===== config.mk =====
export PLATFORM = sky130hd
export DESIGN_NAME = hazard_ctrl
export DESIGN_NICKNAME = d
export VERILOG_FILES = /design/src/rtl/mips_pkg.sv /design/src/rtl/md_busy_counter.sv /design/src/rtl/hazard_ctrl.sv
export SDC_FILE = /design/constraint.sdc
export NUM_CORES = 1
export LEC_CHECK = 0
export CAP_MARGIN = 15
export CORE_MARGIN = 2
export CORE_UTILIZATION = 40
export DETAILED_ROUTE_END_ITERATION = 10
export PLACE_DENSITY = 0.89
export SETUP_SLACK_MARGIN = 0.2
export SYNTH_ARGS = -nofsm -noshare
export SYNTH_HDL_FRONTEND = slang
export SYNTH_SLANG_ARGS = --single-unit

===== constraint.sdc =====
create_clock -name clk -period 3.5 [get_ports clk]
set_clock_uncertainty 0.05 [all_clocks]
set_input_delay 0.35 -clock clk [delete_from_list [all_inputs] [get_ports clk]]
set_output_delay 0.35 -clock clk [all_outputs]
set_load 0.1 [all_outputs]

===== src/rtl/mips_pkg.sv =====
// mips_pkg: shared constants and instruction classification for the MIPS
// pipeline control blocks.
//   - opcode / funct constants
//   - Tuse / Tnew constants (TUSE_NONE = 7 means the operand is never read)
//   - register-zero constant
//   - decode_class(): maps a 32-bit instruction to its hazard class
// Macro HAZARD_MD_EN: when undefined, mult/div, mfhi/mflo and mthi/mtlo
// classify as nop.
package mips_pkg;

    localparam logic [5:0] OP_RTYPE = 6'h00;
    localparam logic [5:0] OP_JAL   = 6'h03;
    localparam logic [5:0] OP_BEQ   = 6'h04;
    localparam logic [5:0] OP_BNE   = 6'h05;
    localparam logic [5:0] OP_ADDI  = 6'h08;
    localparam logic [5:0] OP_ANDI  = 6'h0c;
    localparam logic [5:0] OP_ORI   = 6'h0d;
    localparam logic [5:0] OP_LUI   = 6'h0f;
    localparam logic [5:0] OP_LB    = 6'h20;
    localparam logic [5:0] OP_LH    = 6'h21;
    localparam logic [5:0] OP_LW    = 6'h23;
    localparam logic [5:0] OP_SB    = 6'h28;
    localparam logic [5:0] OP_SH    = 6'h29;
    localparam logic [5:0] OP_SW    = 6'h2b;

    localparam logic [5:0] FN_JR    = 6'h08;
    localparam logic [5:0] FN_MFHI  = 6'h10;
    localparam logic [5:0] FN_MTHI  = 6'h11;
    localparam logic [5:0] FN_MFLO  = 6'h12;
    localparam logic [5:0] FN_MTLO  = 6'h13;
    localparam logic [5:0] FN_MULT  = 6'h18;
    localparam logic [5:0] FN_MULTU = 6'h19;
    localparam logic [5:0] FN_DIV   = 6'h1a;
    localparam logic [5:0] FN_DIVU  = 6'h1b;
    localparam logic [5:0] FN_ADD   = 6'h20;
    localparam logic [5:0] FN_SUB   = 6'h22;
    localparam logic [5:0] FN_AND   = 6'h24;
    localparam logic [5:0] FN_OR    = 6'h25;
    localparam logic [5:0] FN_SLT   = 6'h2a;
    localparam logic [5:0] FN_SLTU  = 6'h2b;

    localparam int TUSE_0    = 0;
    localparam int TUSE_1    = 1;
    localparam int TUSE_2    = 2;
    localparam int TUSE_NONE = 7;
    localparam int TNEW_0    = 0;
    localparam int TNEW_1    = 1;
    localparam int TNEW_2    = 2;

    localparam logic [4:0] REG_ZERO = 5'd0;
    localparam logic [4:0] REG_RA   = 5'd31;

    typedef enum logic [3:0] {
        CLS_NOP, CLS_CAL_R, CLS_CAL_I, CLS_LUI, CLS_BRANCH, CLS_LOAD,
        CLS_STORE, CLS_JAL, CLS_JR, CLS_MD, CLS_MF, CLS_MT
    } instr_class_e;

    // R-type encodings with a non-zero shamt field are not valid forms of
    // any tracked instruction, so they fall through to nop.
    function automatic instr_class_e decode_class(input logic [31:0] instr);
        instr_class_e cls;
        cls = CLS_NOP;
        case (instr[31:26])
            OP_RTYPE: begin
                if (instr[10:6] == 5'd0) begin
                    case (instr[5:0])
                        FN_ADD, FN_SUB, FN_AND, FN_OR, FN_SLT, FN_SLTU: cls = CLS_CAL_R;
                        FN_JR:                                          cls = CLS_JR;
`ifdef HAZARD_MD_EN
                        FN_MULT, FN_MULTU, FN_DIV, FN_DIVU:             cls = CLS_MD;
                        FN_MFHI, FN_MFLO:                               cls = CLS_MF;
                        FN_MTHI, FN_MTLO:                               cls = CLS_MT;
`endif
                        default:                                        cls = CLS_NOP;
                    endcase
                end
            end
            OP_ORI, OP_ADDI, OP_ANDI: cls = CLS_CAL_I;
            OP_LUI:                   cls = CLS_LUI;
            OP_BEQ, OP_BNE:           cls = CLS_BRANCH;
            OP_LW, OP_LH, OP_LB:      cls = CLS_LOAD;
            OP_SW, OP_SH, OP_SB:      cls = CLS_STORE;
            OP_JAL:                   cls = CLS_JAL;
            default:                  cls = CLS_NOP;
        endcase
        return cls;
    endfunction

endpackage


===== src/rtl/md_busy_counter.sv =====
// md_busy_counter: occupancy timer for the multi-cycle mult/div unit.
//   clk, reset : clock, async active-high reset
//   start      : md instruction issues this cycle
//   is_div     : issuing instruction is div/divu (else mult/multu)
//   busy       : unit occupied (counter non-zero)
// Down-counter: loads the op latency on start, otherwise counts to zero.
module md_busy_counter #(
    parameter int MULT_CYCLES = 5,
    parameter int DIV_CYCLES  = 10
) (
    input  logic clk,
    input  logic reset,
    input  logic start,
    input  logic is_div,
    output logic busy
);

    localparam int CNT_W = $clog2(DIV_CYCLES + 1);

    logic [CNT_W-1:0] cnt_q;

    always_ff @(posedge clk or posedge reset) begin
        if (reset) begin
            cnt_q <= '0;
        end else if (start) begin
            cnt_q <= is_div ? CNT_W'(DIV_CYCLES) : CNT_W'(MULT_CYCLES);
        end else if (cnt_q != '0) begin
            cnt_q <= cnt_q - CNT_W'(1);
        end
    end

    assign busy = (cnt_q != '0);

endmodule


===== src/rtl/hazard_ctrl.sv =====
// hazard_ctrl: Tuse/Tnew stall controller for the five-stage MIPS pipeline.
//   clk, reset          : clock, async active-high reset
//   Instr_D             : instruction in the D-stage register
//   stall               : D instruction must wait
//   IFU_en / D_REG_en   : ~stall
//   E_REG_clr           : stall (injects a bubble into E)
//   Tnew_D, A3_D        : decoded Tnew / destination of Instr_D
//   A3_pipe, Tnew_pipe  : tracked producers, entry k = stage E+k
//   md_busy             : mult/div unit occupied
// Macro HAZARD_MD_EN: enables md/mf/mt decode and the mult/div busy counter;
// when undefined md_busy is tied low.
module hazard_ctrl
    import mips_pkg::*;
#(
    parameter int STAGES      = 2,
    parameter int TW          = 3,
    parameter int MULT_CYCLES = 5,
    parameter int DIV_CYCLES  = 10
) (
    input  logic                   clk,
    input  logic                   reset,
    input  logic [31:0]            Instr_D,
    output logic                   stall,
    output logic                   IFU_en,
    output logic                   D_REG_en,
    output logic                   E_REG_clr,
    output logic [TW-1:0]          Tnew_D,
    output logic [4:0]             A3_D,
    output logic [5*STAGES-1:0]    A3_pipe,
    output logic [TW*STAGES-1:0]   Tnew_pipe,
    output logic                   md_busy
);

    instr_class_e cls;
    logic [4:0]    rs;
    logic [4:0]    rt;
    logic [4:0]    rd;
    logic [TW-1:0] tuse_rs;
    logic [TW-1:0] tuse_rt;
    logic          hazard;
    logic          md_stall;

    logic [4:0]    a3_q   [STAGES];
    logic [TW-1:0] tnew_q [STAGES];

    assign cls = decode_class(Instr_D);
    assign rs  = Instr_D[25:21];
    assign rt  = Instr_D[20:16];
    assign rd  = Instr_D[15:11];

    always_comb begin
        Tnew_D  = TW'(TNEW_0);
        A3_D    = REG_ZERO;
        tuse_rs = TW'(TUSE_NONE);
        tuse_rt = TW'(TUSE_NONE);
        case (cls)
            CLS_CAL_R:  begin Tnew_D = TW'(TNEW_1); A3_D = rd;     tuse_rs = TW'(TUSE_1); tuse_rt = TW'(TUSE_1); end
            CLS_CAL_I:  begin Tnew_D = TW'(TNEW_1); A3_D = rt;     tuse_rs = TW'(TUSE_1); end
            CLS_LUI:    begin Tnew_D = TW'(TNEW_0); A3_D = rt;     end
            CLS_BRANCH: begin tuse_rs = TW'(TUSE_0); tuse_rt = TW'(TUSE_0); end
            CLS_LOAD:   begin Tnew_D = TW'(TNEW_2); A3_D = rt;     tuse_rs = TW'(TUSE_1); end
            CLS_STORE:  begin tuse_rs = TW'(TUSE_1); tuse_rt = TW'(TUSE_2); end
            CLS_JAL:    begin Tnew_D = TW'(TNEW_0); A3_D = REG_RA; end
            CLS_JR:     begin tuse_rs = TW'(TUSE_0); end
            CLS_MD:     begin tuse_rs = TW'(TUSE_1); tuse_rt = TW'(TUSE_1); end
            CLS_MF:     begin Tnew_D = TW'(TNEW_1); A3_D = rd;     end
            CLS_MT:     begin tuse_rs = TW'(TUSE_1); end
            default:    begin end
        endcase
    end

    // A source is outstanding when a tracked producer writes it and will not
    // have its result ready by the time this instruction needs it.
    always_comb begin
        hazard = 1'b0;
        for (int k = 0; k < STAGES; k++) begin
            if ((tuse_rs < tnew_q[k]) && (rs == a3_q[k]) && (rs != REG_ZERO))
                hazard = 1'b1;
            if ((tuse_rt < tnew_q[k]) && (rt == a3_q[k]) && (rt != REG_ZERO))
                hazard = 1'b1;
        end
    end

    assign md_stall  = md_busy && (cls inside {CLS_MD, CLS_MF, CLS_MT});
    assign stall     = hazard | md_stall;
    assign IFU_en    = ~stall;
    assign D_REG_en  = ~stall;
    assign E_REG_clr = stall;

    always_ff @(posedge clk or posedge reset) begin
        if (reset) begin
            for (int k = 0; k < STAGES; k++) begin
                a3_q[k]   <= REG_ZERO;
                tnew_q[k] <= '0;
            end
        end else begin
            a3_q[0]   <= stall ? REG_ZERO : A3_D;
            tnew_q[0] <= stall ? '0 : Tnew_D;
            for (int k = 1; k < STAGES; k++) begin
                a3_q[k]   <= a3_q[k-1];
                tnew_q[k] <= (tnew_q[k-1] == '0) ? '0 : tnew_q[k-1] - TW'(1);
            end
        end
    end

    for (genvar g = 0; g < STAGES; g++) begin : g_pipe_out
        assign A3_pipe[5*g +: 5]     = a3_q[g];
        assign Tnew_pipe[TW*g +: TW] = tnew_q[g];
    end

`ifdef HAZARD_MD_EN
    md_busy_counter #(
        .MULT_CYCLES (MULT_CYCLES),
        .DIV_CYCLES  (DIV_CYCLES)
    ) u_md_busy_counter (
        .clk    (clk),
        .reset  (reset),
        .start  ((cls == CLS_MD) && !stall),
        .is_div (Instr_D[1]),
        .busy   (md_busy)
    );
`else
    assign md_busy = 1'b0;
`endif

endmodule


; After elaboration in Yosys (flattened, before gate mapping)
; Cells that the tools add are included.
[classes]
n_eq_ne = 35
bitwise_logic = 1
n_reduce_logical = 24
n_addsub = 1
magnitude_cmp = 4
n_mux = 14
[op_table]
columns = cell, count
row1 = "equality test 6 bit, second input constant", 12
row2 = "equality test 6 x 4 -> 1 bit, second input constant", 5
row3 = one-hot mux 4 bit (7 select lines), 1
row4 = equality test 5 bit, 4
row5 = "equality test 4 x 3 -> 1 bit, second input constant", 4
row6 = "equality test 4 bit, second input constant", 4
row7 = one-hot mux 5 bit (3 select lines), 1
row8 = OR reduction 3 bit, 5
row9 = "equality test 6 x 3 -> 1 bit, second input constant", 2
row10 = less-than comparator 3 bit, 4
row11 = OR reduction 6 bit, 2
row12 = nonzero test 5 bit, 2
row13 = one-hot mux 3 bit (3 select lines), 1
row14 = "equality test 4 x 2 -> 1 bit, second input constant", 2
row15 = logical AND 1 bit, 8
row16 = one-hot mux 4 bit (2 select lines), 1
row17 = OR reduction 2 bit, 4
row18 = "equality test 6 x 2 -> 1 bit, second input constant", 1
row19 = zero test 6 bit, 1
row20 = two-way mux 3 bit, 2
row21 = one-hot mux 3 bit (2 select lines), 1
row22 = zero test 5 bit, 1
row23 = two-way mux 5 bit, 1
row24 = "equality test 4 x 1 -> 1 bit, second input constant", 1
row25 = 6 further kinds, 9
[word_totals]
inputBits = 34
reg_bits = 16
output_inout_bits = 29
elab_cells = 83

; Logic depth before layout (Yosys ltp)
[depth]
depth_word = 16
depth_mapped = 14
ltp_nobuf = 11

; Least setup slack after synthesis
; No wires, ideal clock.
[synth_timing]
kind = input -> output
startpoint = input Instr_D[31]
endpoint = output IFU_en
stages = 14
path_buffers = 3
path_slack_ns = -0.956
arrival_ns = 4.056
t_required_ns = 3.100
cell_sequence = buf_2 nor3_1 and4_1 and2_1 buf_6 nor2_1 ha_1 nor2_1 nand2_1 o41ai_1 a22oi_1 o311ai_4 nor2b_1 buf_4
[synth_via]
elab_chain_len = 14
word_cells_on_any_way = 49
cone_classes = order compare (4) / eq/ne (21) / mux (7) / bitwise (1) / reduce/logical (16)
[synth_lines]
columns = item, line_no
row1 = start: declaration, hazard_ctrl.sv:22  ; input logic [31:0] Instr_D,
row2 = "equality test 6 bit, or another cell as far along", mips_pkg.sv:63  ; case (instr[31:26])
row3 = OR reduction 3 bit / OR reduction 2 bit (equally long branches), mips_pkg.sv:63
row4 = one-hot mux 4 bit (7 select lines) *, mips_pkg.sv:63
row5 = "equality test 4 bit, or another cell as far along", hazard_ctrl.sv:56  ; case (cls)
row6 = OR reduction 6 bit (no source line) / OR reduction 2 bit (equally long branches), n/a
row7 = one-hot mux 3 bit (2 select lines), hazard_ctrl.sv:56
row8 = less-than comparator 3 bit, hazard_ctrl.sv:77  ; if ((tuse_rs < tnew_q[k]) && (rs == a3_q[k]) && (rs != REG_ZERO))
row9 = logical AND 1 bit (2 in series), hazard_ctrl.sv:77
row10 = two-way mux 1 bit, hazard_ctrl.sv:77
row11 = two-way mux 1 bit, hazard_ctrl.sv:79  ; if ((tuse_rt < tnew_q[k]) && (rt == a3_q[k]) && (rt != REG_ZERO))
row12 = two-way mux 1 bit, hazard_ctrl.sv:77
row13 = two-way mux 1 bit *, hazard_ctrl.sv:79
row14 = NOT 1 bit *, n/a
row15 = end: declaration, hazard_ctrl.sv:24  ; output logic IFU_en,
; Every way passes the cells marked *; elsewhere a longest branch is shown, timed or not.

; Worst setup path after layout
[layout_timing]
startpoint = input Instr_D[10]
endpoint = output E_REG_clr
[layout_via]
elab_chain_len = 13
word_cells_on_any_way = 32
cone_classes = order compare (4) / eq/ne (8) / mux (8) / reduce/logical (12)
[layout_lines]
columns = item, line_no
row1 = zero test 5 bit *, mips_pkg.sv:65  ; if (instr[10:6] == 5'd0) begin
row2 = two-way mux 4 bit *, mips_pkg.sv:65
row3 = one-hot mux 4 bit (7 select lines) *, mips_pkg.sv:63
row4 = "equality test 4 bit, or another cell as far along", hazard_ctrl.sv:56
row5 = OR reduction 6 bit (no source line) / OR reduction 2 bit (equally long branches), n/a
row6 = one-hot mux 3 bit (2 select lines), hazard_ctrl.sv:56
row7 = less-than comparator 3 bit, hazard_ctrl.sv:77
row8 = logical AND 1 bit (2 in series), hazard_ctrl.sv:77
row9 = two-way mux 1 bit, hazard_ctrl.sv:77
row10 = two-way mux 1 bit, hazard_ctrl.sv:79
row11 = two-way mux 1 bit, hazard_ctrl.sv:77
row12 = two-way mux 1 bit *, hazard_ctrl.sv:79
row13 = end: declaration, hazard_ctrl.sv:26  ; output logic E_REG_clr,
; Marked as above.

==> impl_metrics.toml <==
[power]
leakagePower_nw = 0.884
ir_worst_vdd_uv = 143
powerDensity_nw_per_um2 = 246

[global_routing]
grt_antenna_before_repair = 0
grt_pass1_wl_um = 6170
first_global_vias = 1337
grt_overflow_total = 0
grt_max_degree = 16
grt_usage_pct = 23.4

[floorplanning]
start_util_pct = 42.9
die_area_um2 = 3490
std_cell_rows = 19
ios = 63
fp.dieW_um = 59.1
die_y_um = 59.1
core_region_area_um2 = 2830

[timing]
final-hold-violation-count = 0
min_period_ps = 3180
setup-tns-final_ps = 0
period_share_pct = 90.8
setup_violations = 0
fmax_mhz = 315
tightestPinTransition_ps = 983
slew-limit-headroom_pct = 34.2
rsz0062_at_grt = "no"
maxSlewViolCount = 0

[worst_hold_path]
hold_path_class = "in2async"

[worst_setup_path]
start_kind = "input port"
timing.rr.start = "A3_pipe[1]"
crit_start = "Instr_D[10]"
end_kind = "output pin"
worst-path-max-fanout = 3
cp_common_cell = "nor2_4"
cpMaxStageDelayCell = "clkdlybuf4s50_1"
reg2reg_slack_ps = 1160
cp.required_ps = 3100
reg2reg_depth = 8
critical-path-max-stage-delay_ps = 420
path_cells = "clkdlybuf4s50_1 -> nor4_2 -> and4_1 -> and2_4 -> nor2_4 -> ha_4 -> nor2_4 -> nor2_1 -> nor4b_2 -> a22oi_2 -> o311ai_4 -> nand2b_4 -> buf_12"
crit_type = "in2out"
r2r_end = "A3_pipe[3]"
critPathCapture = "E_REG_clr"
cp.arrival_ps = 2780

[placement]
hpwl_um = 3140
port-buffer-count = 59
gp_congestion = 0.864

[route]
ant_nets = 0
firstDrtPassIters = 4
wl_met1_um = 1490
drt-total-wl_um = 3880
wl_met2_um = 2010
via_per_inst = 5.67
drc_errors = 0
wire_per_inst_um = 16.4
highest_layer = "met4"
drt_iter0_markers = 65
vias = 1338
wl_met3_um = 301

[clock_tree]
cts_hold_buf = 0
clockRootBuffer = "clkbuf_4"
cts_tree = "built"
worstSkewPairLatency_ps = 290
htreeDepth = 1
cts.sinks = 15
clk_pin_slew_worst_paths_ps = 90
clockBufferDepth = 2
cts_made_buffers = 3

[synthesis]
ys_seq_area_share_pct = 30.9
synth_area_leader_cell = "dfrtp_1"
netlist.area_leader.share_pct = 30.9
ys_ff_latch = 15
synth_area_leaders = "dfrtp_1 (31%), xor2_1 (10%), nor2_1 (5.6%)"
synth.avg_cell_area_um2 = 8.73
synthesis.area_um2 = 1210
ys_warn_count = 0
synth.distinct_cells = 39
syn_inst = 139

[final_layout]
drive_gt1_share_pct = 20.0
final_cell_mix = "clkdlybuf4s50_1 (41), dfrtp_1 (15), nor2_1 (14), xor2_1 (14), buf_12 (10)"
n_fill_cell = 215
layout_commonest_cell = "clkdlybuf4s50_1"
fin_util_pct = 73.2
diodes = 0
final_nets = 242
area_growth_pct = 70.5

[run_status]
status = "finished clean"

[run]
drv_cap = 0
-- worst max-delay path: cells and delay by family --
| kind | cells | cell delay, ps |
|---|---|---|
| AO/OA/AOI/OAI | 2 | 230 |
| AND/OR/NAND/NOR | 8 | 1390 |
| buffers and inverters | 2 | 600 |
| adder cells (fa/ha/maj) | 1 | 210 |
-- repair_timing --
item | in CTS | in global routing
pin swaps | 3 | 5
gates resized for setup | 9 | 4
buffers inserted | 1 | 2
setup endpoints to repair | 4 | 4
-- worst min-delay path by stage --
stage / depth (start not counted) / slack, ps / endpoint / startpoint
5_1_grt: 2 / 390 / A3_pipe[7] / reset
4_1_cts: 2 / 360 / Tnew_pipe[4] / reset
3_3_place_gp: 0 / 400 / A3_pipe[9] / A3_pipe[4]
6_report: 2 / 350 / A3_pipe[6] / reset
3_5_place_dp: 0 / 400 / A3_pipe[7] / A3_pipe[2]
2_1_floorplan: 1 / 200 / A3_pipe[0] / reset
-- cell type report --
class / count / area [µm²] / share of cell area [%]
Sequential cell: 15 / 375 / 18.1
Multi-Input combinational cell: 113 / 858 / 41.5
Inverter: 6 / 22.5 / 1.09
Clock buffer: 3 / 22.5 / 1.09
Tap cell: 31 / 38.8 / 1.87
Clock inverter: 1 / 5.00 / 0.242
Timing Repair Buffer: 67 / 747 / 36.1
-- cells in the mapped netlist --
| master | n |
|---|---|
| and2_1 | 3 |
| o211ai_1 | 1 |
| o2bb2ai_1 | 1 |
| nor4_1 | 5 |
| o311ai_4 | 1 |
| buf_2 | 1 |
| xnor2_1 | 7 |
| buf_4 | 5 |
| a22oi_1 | 2 |
| nand4b_1 | 1 |
| o41ai_1 | 1 |
| conb_1 | 1 |
| a31o_2 | 1 |
| nand3_1 | 3 |
| inv_1 | 6 |
| nand2b_1 | 5 |
| nor2_1 | 18 |
| ha_1 | 2 |
| a21oi_1 | 4 |
| a32oi_1 | 1 |
| clkbuf_1 | 1 |
| xor2_1 | 14 |
| a221o_1 | 5 |
| and4_1 | 1 |
| dfrtp_1 | 15 |
| nand4_1 | 1 |
| a22o_1 | 1 |
| o2111a_1 | 1 |
| buf_6 | 1 |
| or3_4 | 1 |
| mux2_4 | 1 |
| nor3_1 | 8 |
| or4_1 | 3 |
| nor4b_1 | 3 |
| nor2b_1 | 1 |
| nand2_1 | 9 |
| o21ai_0 | 1 |
| a41oi_1 | 1 |
| a211oi_1 | 2 |
-- state kept, by name, indices dropped and copies added (netlist names) --
name	count
A3_pipe	10
Tnew_pipe	5
-- cell families after synthesis --
group | count (synthesis) | share of synthesized area, %
AND/OR/NAND/NOR | 62 | 27.0
adder cells (fa/ha/maj) | 2 | 2.06
buffers and inverters | 14 | 6.60
other | 1 | 0.309
AO/OA/AOI/OAI | 23 | 16.7
XOR/XNOR | 21 | 15.2
flip-flops | 15 | 30.9
multiplexers | 1 | 1.24
-- routing by layer --
metal | vias up | GRT usage (%)
met5 | - | 0
met4 | 0 | 8.77
met3 | 9 | 6.33
met2 | 71 | 42.2
met1 | 622 | 26.1
li1 | 636 | -
-- power breakdown --
part	internal [W]	switching (W)
Clock	0.0000426	0.0000572
Combinational	0.0000809	0.000141
Sequential	0.000179	0.00000775
Total	0.000302	0.000206
-- stage by stage --
stage / power, W / hold slack (ps) / area (µm²) / std cells / setup WS [ps]
4_1_cts: 0.000509 / 364 / 2040 / 234 / 212
6_report: 0.000509 / 351 / 2070 / 236 / 322
3_5_place_dp: 0.000409 / 402 / 1990 / 229 / 13.6
5_1_grt: 0.000535 / 394 / 2070 / 236 / 173
2_1_floorplan: 0.000326 / 201 / 1310 / 142 / 202
3_3_place_gp: 0.000404 / 403 / 1990 / 229 / 144
Power figures use the tool's default switching activity.
